### config.mk
export PLATFORM = sky130hd
export DESIGN_NAME = riscv_lsu
export DESIGN_NICKNAME = d
export VERILOG_FILES = /design/src/rtl/riscv_lsu.sv
export SDC_FILE = /design/constraint.sdc
export NUM_CORES = 1
export LEC_CHECK = 0
export ABC_CLOCK_PERIOD_IN_PS = 3400
export CORE_ASPECT_RATIO = 1.4
export CORE_MARGIN = 2
export CORE_UTILIZATION = 48
export CTS_CLUSTER_DIAMETER = 50
export DETAILED_ROUTE_END_ITERATION = 10
export PLACE_DENSITY_LB_ADDON = 0.08
export SLEW_MARGIN = 20
export SYNTH_ARGS = -nofsm -noshare
export SYNTH_HDL_FRONTEND = slang
export SYNTH_SLANG_ARGS = --single-unit
### constraint.sdc
create_clock -name clock -period 3.4 [get_ports clock]
set_input_delay 0.68 -clock clock [delete_from_list [all_inputs] [get_ports clock]]
set_output_delay 0.68 -clock clock [all_outputs]
set_load 0.01 [all_outputs]
### src/rtl/riscv_lsu.sv
// riscv_lsu: request/acknowledge load/store unit with lane steering, load extension, misalign detection and bus timeout
module riscv_lsu #(
    parameter int XLEN    = 32,
    parameter int ADDR_W  = 32,
    parameter int TIMEOUT = 255
) (
    input  logic                clock,
    input  logic                reset,
    input  logic                req_valid,
    output logic                req_ready,
    input  logic                req_we,
    input  logic [2:0]          req_funct3,
    input  logic [ADDR_W-1:0]   req_addr,
    input  logic [XLEN-1:0]     req_wdata,
    output logic                rsp_valid,
    output logic [XLEN-1:0]     rsp_rdata,
    output logic                rsp_err,
    output logic                rsp_misalign,
    output logic                busy,
    output logic                mem_req,
    output logic                mem_we,
    output logic [ADDR_W-1:0]   mem_addr,
    output logic [XLEN/8-1:0]   mem_be,
    output logic [XLEN-1:0]     mem_wdata,
    input  logic                mem_ack,
    input  logic                mem_err,
    input  logic [XLEN-1:0]     mem_rdata
);
    localparam int NB = XLEN / 8;
    localparam int LW = $clog2(NB);
    localparam int CW = TIMEOUT > 0 ? $clog2(TIMEOUT + 1) : 1;
    typedef enum logic [1:0] {IDLE, BUS, RESP} state_t;
    state_t state;
    logic [CW-1:0] cnt;
    logic [LW-1:0] lane, lane_q;
    logic [2:0] f3_q;
    logic [1:0] sz;
    logic illegal, misalign, timeout;
    logic [7:0] mask;
    logic [XLEN-1:0] wrep, sh, ld;
    assign req_ready = state == IDLE;
    assign busy = state != IDLE;
    assign lane = req_addr[LW-1:0];
    assign sz = req_funct3[1:0];
    assign timeout = TIMEOUT != 0 && cnt == CW'(TIMEOUT - 1);
    always_comb begin
        illegal = req_we ? (req_funct3[2] || (XLEN == 32 && req_funct3 == 3'b011))
                         : (req_funct3 == 3'b111 || (XLEN == 32 && (req_funct3 == 3'b011 || req_funct3 == 3'b110)));
        misalign = sz == 2'd1 ? req_addr[0] : sz == 2'd2 ? |req_addr[1:0] : sz == 2'd3 ? |req_addr[2:0] : 1'b0;
        mask = sz == 2'd0 ? 8'h01 : sz == 2'd1 ? 8'h03 : sz == 2'd2 ? 8'h0F : 8'hFF;
        wrep = sz == 2'd0 ? {NB{req_wdata[7:0]}} : sz == 2'd1 ? {(NB/2){req_wdata[15:0]}}
             : sz == 2'd2 ? {(NB/4){req_wdata[31:0]}} : req_wdata;
        sh = mem_rdata >> {lane_q, 3'b000};
        ld = f3_q[1:0] == 2'd0 ? (f3_q[2] ? XLEN'(sh[7:0]) : XLEN'($signed(sh[7:0])))
           : f3_q[1:0] == 2'd1 ? (f3_q[2] ? XLEN'(sh[15:0]) : XLEN'($signed(sh[15:0])))
           : f3_q[1:0] == 2'd2 ? (f3_q[2] ? XLEN'(sh[31:0]) : XLEN'($signed(sh[31:0])))
           : sh;
    end
    always_ff @(posedge clock or negedge reset) begin
        if (!reset) begin
            state        <= IDLE;
            cnt          <= '0;
            lane_q       <= '0;
            f3_q         <= '0;
            rsp_valid    <= 1'b0;
            rsp_rdata    <= '0;
            rsp_err      <= 1'b0;
            rsp_misalign <= 1'b0;
            mem_req      <= 1'b0;
            mem_we       <= 1'b0;
            mem_addr     <= '0;
            mem_be       <= '0;
            mem_wdata    <= '0;
        end else begin
            rsp_valid    <= 1'b0;
            rsp_rdata    <= '0;
            rsp_err      <= 1'b0;
            rsp_misalign <= 1'b0;
            case (state)
                IDLE: if (req_valid) begin
                    if (illegal || misalign) begin
                        state        <= RESP;
                        rsp_valid    <= 1'b1;
                        rsp_err      <= illegal;
                        rsp_misalign <= !illegal;
                    end else begin
                        state     <= BUS;
                        cnt       <= '0;
                        mem_req   <= 1'b1;
                        mem_we    <= req_we;
                        mem_addr  <= {req_addr[ADDR_W-1:LW], LW'(0)};
                        mem_be    <= req_we ? NB'(mask << lane) : '1;
                        mem_wdata <= req_we ? wrep : '0;
                        lane_q    <= lane;
                        f3_q      <= req_funct3;
                    end
                end
                // an ack on the timeout edge still completes normally
                BUS: if (mem_ack) begin
                    state     <= RESP;
                    mem_req   <= 1'b0;
                    rsp_valid <= 1'b1;
                    rsp_err   <= mem_err;
                    rsp_rdata <= (mem_we || mem_err) ? '0 : ld;
                end else if (timeout) begin
                    state     <= RESP;
                    mem_req   <= 1'b0;
                    rsp_valid <= 1'b1;
                    rsp_err   <= 1'b1;
                end else begin
                    cnt <= cnt + 1'b1;
                end
                default: state <= IDLE;
            endcase
        end
    end
endmodule

**After elaboration in Yosys (flattened, before gate mapping)**

Index checks and enable logic that the tools add are counted.

- Memory bits (read-only): 0
- Bits in latches: 0
- Output and inout port bits: 107
- Logic and storage cells: 93
- Memories kept: 0
- RAM bits: 0
- Register bits after elaboration: 118

- Equal/unequal tests: 14
- Add/sub/neg operators: 1
- Order comparisons: 0
- Bitwise logic cells: 1
- Div/mod/pow operators: 0
- Shifts and indexed selects: 2
- Reductions and logical operators: 17
- Muxes and demuxes: 45
- Multiply operators: 0

Operator list:

| operator | number |
|---|---|
| 32-bit two-way mux | 10 |
| 8-bit two-way mux | 7 |
| 32-bit by 5-bit >> shifter with 32-bit output | 1 |
| 1-bit two-way mux | 18 |
| 8-bit one-hot mux with 2 select lines | 1 |
| 8-bit by 1-bit adder with 8-bit output, second input constant | 1 |
| 8-bit equality test, second input constant | 1 |
| 2-bit two-way mux | 4 |
| 2-bit != test, second input constant | 4 |
| 8-bit by 2-bit << shifter with 4-bit output | 1 |
| 2-bit by 1-bit equality test with 1-bit output, second input constant | 3 |
| 3-bit equality test, second input constant | 2 |
| 2-bit zero test | 3 |
| 1-bit one-hot mux with 2 select lines | 3 |
| 1-bit logical OR | 5 |
| 5-bit AND reduction | 1 |
| 2-bit equality test, second input constant | 2 |
| 4-bit two-way mux | 1 |
| 2-bit one-hot mux with 2 select lines | 1 |
| 4-bit AND reduction | 1 |
| 2-bit nonzero test | 2 |
| 3-bit by 2-bit equality test with 1-bit output, second input constant | 1 |
| 3-bit != test, second input constant | 1 |
| 3-bit AND reduction | 1 |
| 5 further kinds | 5 |

**Longest topological paths before layout**

Gate-level depths: netlist of the first run.

- Depth after elaboration: 8
- Gate-level depth with buffers: 7
- Depth with buffers taken out: 6

**Worst setup path before layout of the first run**

No wires, ideal clock.

- Kind: input-to-reg
- Start point: input req_addr[0]
- End point: register f3_q[2]
- Setup slack: 1.322 ns
- Path buffers: 3
- Arrival: 1.953 ns
- Cell stages on the path: 6
- Library setup time: 0.125 ns
- Cells stage by stage: buf_2 -> a221oi_2 -> o211ai_1 -> buf_6 -> buf_6 -> mux2_4

- Cells in the longest elaborated chain, start to end: 7

Ends and longest elaborated chain:

| item | RTL line | RTL |
|---|---|---|
| start, declared | 13 | `input logic [ADDR_W-1:0] req_addr,` |
| 3-bit OR reduction | 49 | `misalign = sz == 2'd1 ? req_addr[0] : sz == 2'd2 ? \|req_addr[1:0] : sz == 2'd3 ? \|req_addr[2:0] : 1'b0;` |
| 1-bit two-way mux (2 in a row) | 49 |  |
| 1-bit two-way mux * | 49 |  |
| 1-bit logical OR * | 81 | `if (illegal \|\| misalign) begin` |
| 1-bit NOT (no source line) * | n/a |  |
| 3-bit AND reduction (no source line) * | n/a |  |
| end signal, assigned | 95 | `f3_q <= req_funct3;` |
| end, declared | 36 | `logic [2:0] f3_q;` |

Mark *: on every way between the ends. The rest lies on a longest branch, timed or not.
A chain may end at the register's enable or synchronous reset.

**Worst setup path after layout of the first run**

- Start point: input req_addr[0]
- End point: register mem_addr[25]

- Cells in the longest elaborated chain, start to end: 7

Ends and longest elaborated chain:

| item | RTL line | RTL |
|---|---|---|
| 3-bit OR reduction | 49 |  |
| 1-bit two-way mux (2 in a row) | 49 |  |
| 1-bit two-way mux * | 49 |  |
| 1-bit logical OR * | 81 |  |
| 1-bit NOT (no source line) * | n/a |  |
| 3-bit AND reduction (no source line) * | n/a |  |
| end signal, assigned | 91 | `mem_addr <= {req_addr[ADDR_W-1:LW], LW'(0)};` |
| end, declared | 22 | `output logic [ADDR_W-1:0] mem_addr,` |

Marked as above.

==> results.toml, run 1 <==
[pwr]
leakage_nw = 3.746
peakVddDrop_uv = 337.8
p_per_area_mw_per_mm2 = 666.8

[synth]
ys_ff_latch = 118
ys_async_sr_fraction_pct = 100.0
synth_edf_count = 0
synthCells = 498
yosysSeqAreaShare_pct = 52.73
ys_warn_count = 0
netlist_area_mm2 = 0.005600
synth.distinct_cells = 46
synth-main-ff-cell = "dfrtp_1"
synth.avg_cell_area_um2 = 11.25

[grt]
grt_pass1_vias = 4804
met1_usage_pct = 28.57
antenna_found_initial = 0
grt_usage_pct = 25.43
use_met2_pct = 42.37
grt_pass1_wl_mm = 24.58
grt_max_degree = 67
busiest_layer = "met2"
met3_usage_pct = 8.405
gr-total-overflow = 0

[sta]
rsz0062_at_grt = "false"
finalSetupViolCount = 0
skew_ns = 0.007615
whs_ns = 0.2984
period_minus_slack_ns = 2.397
timing.slew.headroom_pct = 41.92
worstMarginPinSlew_ns = 0.8681
setup_slack_ns = 1.003
slew_violations = 0
min_period_over_period_pct = 70.50
finalSetupTns_ns = 0
hold_viol_final = 0
fmax_ghz = 0.4172

[floorplanning]
dieArea_mm2 = 0.01256
pin_count = 212
rows = 46
initial_core_util_pct = 49.39
core_area_mm2 = 0.01134
die_w_um = 95.29
die_h_um = 131.8

[routing]
avgViaCountPerCell = 5.401
drt_wl_total_mm = 15.60
dr.pass1.iters = 4
drt_first_iter_violations = 153
routed-via-count = 4629
ant_nets = 0
drc = 0
routedWlPerCell_um = 18.20

[critical_path]
r2r-start = "lane_q[1]$_DFFE_PN0P_"
critical-path-top-delay-family = "buffers and inverters"
crit_start = "req_addr[0]"
worst_path_max_delay_cell = "clkdlybuf4s50_1"
path_cells = "clkdlybuf4s50_1, a221oi_2, o211ai_1, buf_12, mux2_4"
critPathMaxFanout = 54
start_kind = "input port"
worstSetupEndpointType = "flip-flop"
arrival_ns = 2.68
cp.buffers_inverters = 2
required_ns = 3.69
path_class = "input port to flip-flop"
cp_slowest_stage_delay_ns = 0.69

[layout]
final_common_cell = "clkdlybuf4s50_1"
final_core_util_pct = 73.70
nNetsFinal = 807
insertedDiodeCount = 0
syn_to_final_growth_pct = 49.22
nFillCells = 821
layout_common_cells = "clkdlybuf4s50_1, dfrtp_1, nand2_1, nor2_1, mux2i_1"
drive_above_1_share_pct = 13.18

[cts]
clockBufferDepth = 2
cts_tree = "done"
htree_levels = 4
post_cts_buffers = 0
clock-root-buffer = "clkbuf_16"
ctsHoldBuffers = 0
clk_pin_slew_ns = 0.06
insertion_delay_ns = 0.41
cts_resized = 0
clkSinkCount = 118
cts_made_buffers = 17

[worst_hold_path]
hold_path_class = "input port to async pin"

[placement]
io_buffers = 209
gp_congestion = 0.8761
hpwl_mm = 11.15
pre_cts_slack_ns = 0.5817

[run_status]
status = "complete, no violations"

[job]
maxCapViolations = 0
[layer usage]
layer  up-vias  wire, µm
met5         -         0
met4         0       676
met3        47      1256
met2       218      7713
met1      2217      5949
li1       2147         -
[final cells by class]
class                      count  area (µm²)  share of cell area [%]
sequential                   118        2953                   35.33
multi-input combinational    341        2419                   28.94
timing repair buffer         217        2187                   26.17
clock buffer                  19       452.9                   5.420
tap                          144       180.2                   2.156
clock inverter                13       146.4                   1.752
inverter                       5       18.77                  0.2246
[synth_stat cells, types with 2 or more instances]
master	count	area, µm²
nor2_1	51	191.4
o21ai_0	33	165.2
xor2_1	3	26.28
mux2_4	37	555.5
buf_4	2	15.01
o31ai_1	19	142.6
ha_1	2	25.02
nand3_1	3	15.01
a21o_1	2	15.01
nor3_1	3	15.01
a21oi_1	10	50.05
dfrtp_1	118	2953
nand2_1	67	251.5
mux2i_1	41	410.4
clkinv_1	2	7.510
buf_6	7	78.83
buf_1	2	7.510
clkbuf_1	18	67.56
buf_2	5	25.02
nor2_2	10	62.56
a211oi_1	24	180.2
o211ai_1	3	22.52
nor2b_1	10	62.56
inv_1	3	11.26
o2111ai_1	2	17.52
[cells by family after synthesis]
logic type / share of synthesized area [%]
AO/OA/AOI/OAI: 11.42
XOR/XNOR: 0.4693
adder cells (fa/ha/maj): 0.4468
buffers and inverters: 4.155
flip-flops: 52.73
multiplexers: 17.65
other: 0.06696
AND/OR/NAND/NOR: 13.07
[power breakdown]
group          switching (mW)  total (mW)  internal, mW
Combinational           0.804        1.85          1.05
Clock                   0.664        1.79          1.12
Sequential              0.217        1.93          1.72
Total                    1.69        5.57          3.89
[final timing paths]
kind	endpoint	slack [ns]	depth (start not counted)
max in group asynchronous	lane_q[0]$_DFFE_PN0P_	2.30	2
hold / removal	mem_addr[15]$_DFFE_PN0P_	0.30	1
min in group clock	mem_wdata[8]$_DFFE_PN0P_	0.48	2
setup reg to reg	rsp_rdata[31]$_DFF_PN0_	1.40	5
hold reg to reg	mem_wdata[8]$_DFFE_PN0P_	0.48	2
setup / recovery	mem_addr[25]$_DFFE_PN0P_	1.00	5
[worst register-to-register path, delay by kind of cell (launching register included)]
kind,cells,cell delay (ns)
AOI/OAI and AO/OA,2,0.42
buffers and inverters,1,0.34
DFF,1,0.66
and+or+nand+nor,2,0.50
[flip-flops by register name, summed over array words and instances, names as in the netlist]
signal	count
cnt	8
f3_q	3
lane_q	2
mem_addr	30
mem_be	4
mem_req	1
mem_wdata	32
mem_we	1
rsp_err	1
rsp_misalign	1
rsp_rdata	32
rsp_valid	1
state	2
[per-stage QoR]
| stage | cells | cell area [µm²] | total power [mW] |
|---|---|---|---|
| 3_5_place_dp | 825 | 7757 | 3.803 |
| 3_3_place_gp | 825 | 7757 | 3.744 |
| 5_1_grt | 857 | 8357 | 5.856 |
| 4_1_cts | 857 | 8357 | 5.619 |
| 2_1_floorplan | 499 | 5604 | 2.880 |
| 6_report | 857 | 8357 | 5.572 |
Power figures use the tool's default switching activity.
==> run 2: changes to the inputs <==
--- a/config.mk
+++ b/config.mk
@@ -5,10 +5,10 @@
 export SDC_FILE = /design/constraint.sdc
 export NUM_CORES = 1
 export LEC_CHECK = 0
-export ABC_CLOCK_PERIOD_IN_PS = 3400
+export ABC_CLOCK_PERIOD_IN_PS = 2300
 export CORE_ASPECT_RATIO = 1.4
 export CORE_MARGIN = 2
-export CORE_UTILIZATION = 48
+export CORE_UTILIZATION = 45
 export CTS_CLUSTER_DIAMETER = 50
 export DETAILED_ROUTE_END_ITERATION = 10
 export PLACE_DENSITY_LB_ADDON = 0.08
==> constraint.sdc (replaced) <==
create_clock -name clock -period 2.3 [get_ports clock]
set_input_delay 0.46 -clock clock [delete_from_list [all_inputs] [get_ports clock]]
set_output_delay 0.46 -clock clock [all_outputs]
set_load 0.01 [all_outputs]
==> run 2 against run 1 <==
Die area is 6.4% higher. Clock-buffer cell count is 2 higher. Sequential share of layout area is 0.87 points lower. Non-clock buffer count is 27 higher. Critical path depth is 3 lower. Critical path type is now flip-flop to primary output.
==> results.toml, run 2 (same netlist as run 1, synthesis figures left out) <==
[run_status]
status = "complete, no violations"

[pwr]
p_switching_mw = 2.473
seq_power_share_pct = 33.8
p_per_area_mw_per_mm2 = 980.0
p_clk_share_pct = 32.0
leakage_nw = 3.878
peakVddDrop_uv = 471.7
combPwrFrac_pct = 34.2
intPower_mw = 5.922
sw_frac_of_total_pct = 29.46

[sta]
min_period_over_period_pct = 92.25
finalSetupViolCount = 0
fmax_ghz = 0.4713
timing.slew.headroom_pct = 38.29
rsz0062_at_grt = "false"
setup_slack_ns = 0.1783
finalSetupTns_ns = 0
skew_ns = 0.008459
worstMarginPinSlew_ns = 0.9222
hold_viol_final = 0
period_minus_slack_ns = 2.122
whs_ns = 0.4756
slew_violations = 0

[cts]
post_cts_buffers = 0
cts_tree = "done"
clk_pin_slew_ns = 0.06
insertion_delay_ns = 0.41
clkSinkCount = 118
cts_resized = 0
clockBufferDepth = 2
clock-root-buffer = "clkbuf_16"
cts_made_buffers = 17
htree_levels = 4

[routing]
drt_wl_total_mm = 16.06
dr.pass1.iters = 4
drt_first_iter_violations = 172
avgViaCountPerCell = 5.249
routedWlPerCell_um = 18.08
drc = 0
routed-via-count = 4661
ant_nets = 0

[floorplanning]
die_w_um = 98.29
dieArea_mm2 = 0.01337
pin_count = 212
core_area_mm2 = 0.01225
die_h_um = 136
rows = 48
initial_core_util_pct = 45.71

[layout]
reg_top3 = "mem_wdata x32, rsp_rdata x32, mem_addr x30"
nFillCells = 924
layout_common_cells = "clkdlybuf4s50_1, dfrtp_1, nand2_1, nor2_1, mux2i_1"
final_common_cell = "clkdlybuf4s50_1"
nNetsFinal = 834
drive_above_1_share_pct = 15.85
final_core_util_pct = 69.92
insertedDiodeCount = 0
syn_to_final_growth_pct = 52.97
fin_area_mm2 = 0.008567

[grt]
grt_max_degree = 49
antenna_found_initial = 0
grt_usage_pct = 24.38
grt_pass1_wl_mm = 25.43
grt_pass1_vias = 4894
gr-total-overflow = 0

[placement]
io_buffers = 209
hpwl_mm = 11.84
gp_congestion = 0.8821
pre_cts_slack_ns = -0.1532
place_area_mm2 = 0.007960

[worst_hold_path]
hold_path_class = "flip-flop to flip-flop"

[critical_path]
critPathMaxFanout = 4
required_ns = 1.84
arrival_ns = 1.66
path_class = "flip-flop to primary output"
start_kind = "flip-flop"
worstSetupEndpointType = "primary output"

[job]
maxCapViolations = 0
## run 2: cell types whose count changed in the layout (fill, tap and decap cells not counted), moves of 2 or more
cell and delta:
buf_4 +26, clkinv_2 +2, inv_6 -3, clkinv_4 -3
## run 2: cell type report
| class | instances | area (µm²) | share of cell area, % |
|---|---|---|---|
| inverter | 5 | 18.77 | 0.2191 |
| sequential | 118 | 2953 | 34.47 |
| clock inverter | 9 | 126.4 | 1.475 |
| clock buffer | 21 | 470.5 | 5.491 |
| timing repair buffer | 244 | 2392 | 27.92 |
| tap | 150 | 187.7 | 2.191 |
| multi-input combinational | 341 | 2419 | 28.23 |
## run 2: worst max-delay path, stage by stage, from the launching register on
cell and delay, ns:
dfrtp_1 0.40, nor2_1 0.26, clkdlybuf4s50_1 0.60
## run 2: power by group through the flow
stage	Combinational (mW)	Sequential (mW)	Clock, mW
6_report	2.87	2.84	2.69
5_1_grt	3.08	2.90	2.80
4_1_cts	2.89	2.84	2.72
3_5_place_dp	2.87	2.86	0
3_3_place_gp	2.79	2.84	0
2_1_floorplan	1.25	3.01	0
## run 2: final timing paths
path                                            from                   endpoint  slack (ns)  cells past startpoint
max in group asynchronous                      reset  mem_wdata[21]$_DFFE_PN0P_        1.05                      3
setup reg to reg               lane_q[0]$_DFFE_PN0P_    rsp_rdata[31]$_DFF_PN0_        0.38                      5
min in group asynchronous                      reset   mem_addr[17]$_DFFE_PN0P_        0.53                      2
hold / removal             mem_wdata[24]$_DFFE_PN0P_  mem_wdata[24]$_DFFE_PN0P_        0.48                      2
hold reg to reg            mem_wdata[24]$_DFFE_PN0P_  mem_wdata[24]$_DFFE_PN0P_        0.48                      2
setup / recovery                state[0]$_DFFE_PN0P_                  req_ready        0.18                      2
## run 2: what timing repair did
action / in CTS / in global routing
endpoints found under the setup margin: 0 / 0
endpoints found under the hold margin: 12 / 0
hold buffers: 1 / 0
## run 2: through the flow
step	power (mW)	std cells
final	8.395	888
after global routing	8.786	888
after CTS	8.452	888
after detailed placement	5.731	857
after global placement	5.634	857
after floorplan	4.258	499
## run 2: metal layers
layer | wire length [µm] | up-vias | GRT usage, %
li1 | - | 2201 | -
met1 | 6038 | 2251 | 27.50
met2 | 8619 | 177 | 43.80
met3 | 944 | 32 | 6.015
met4 | 455 | 0 | 10.20
met5 | 0 | - | 0
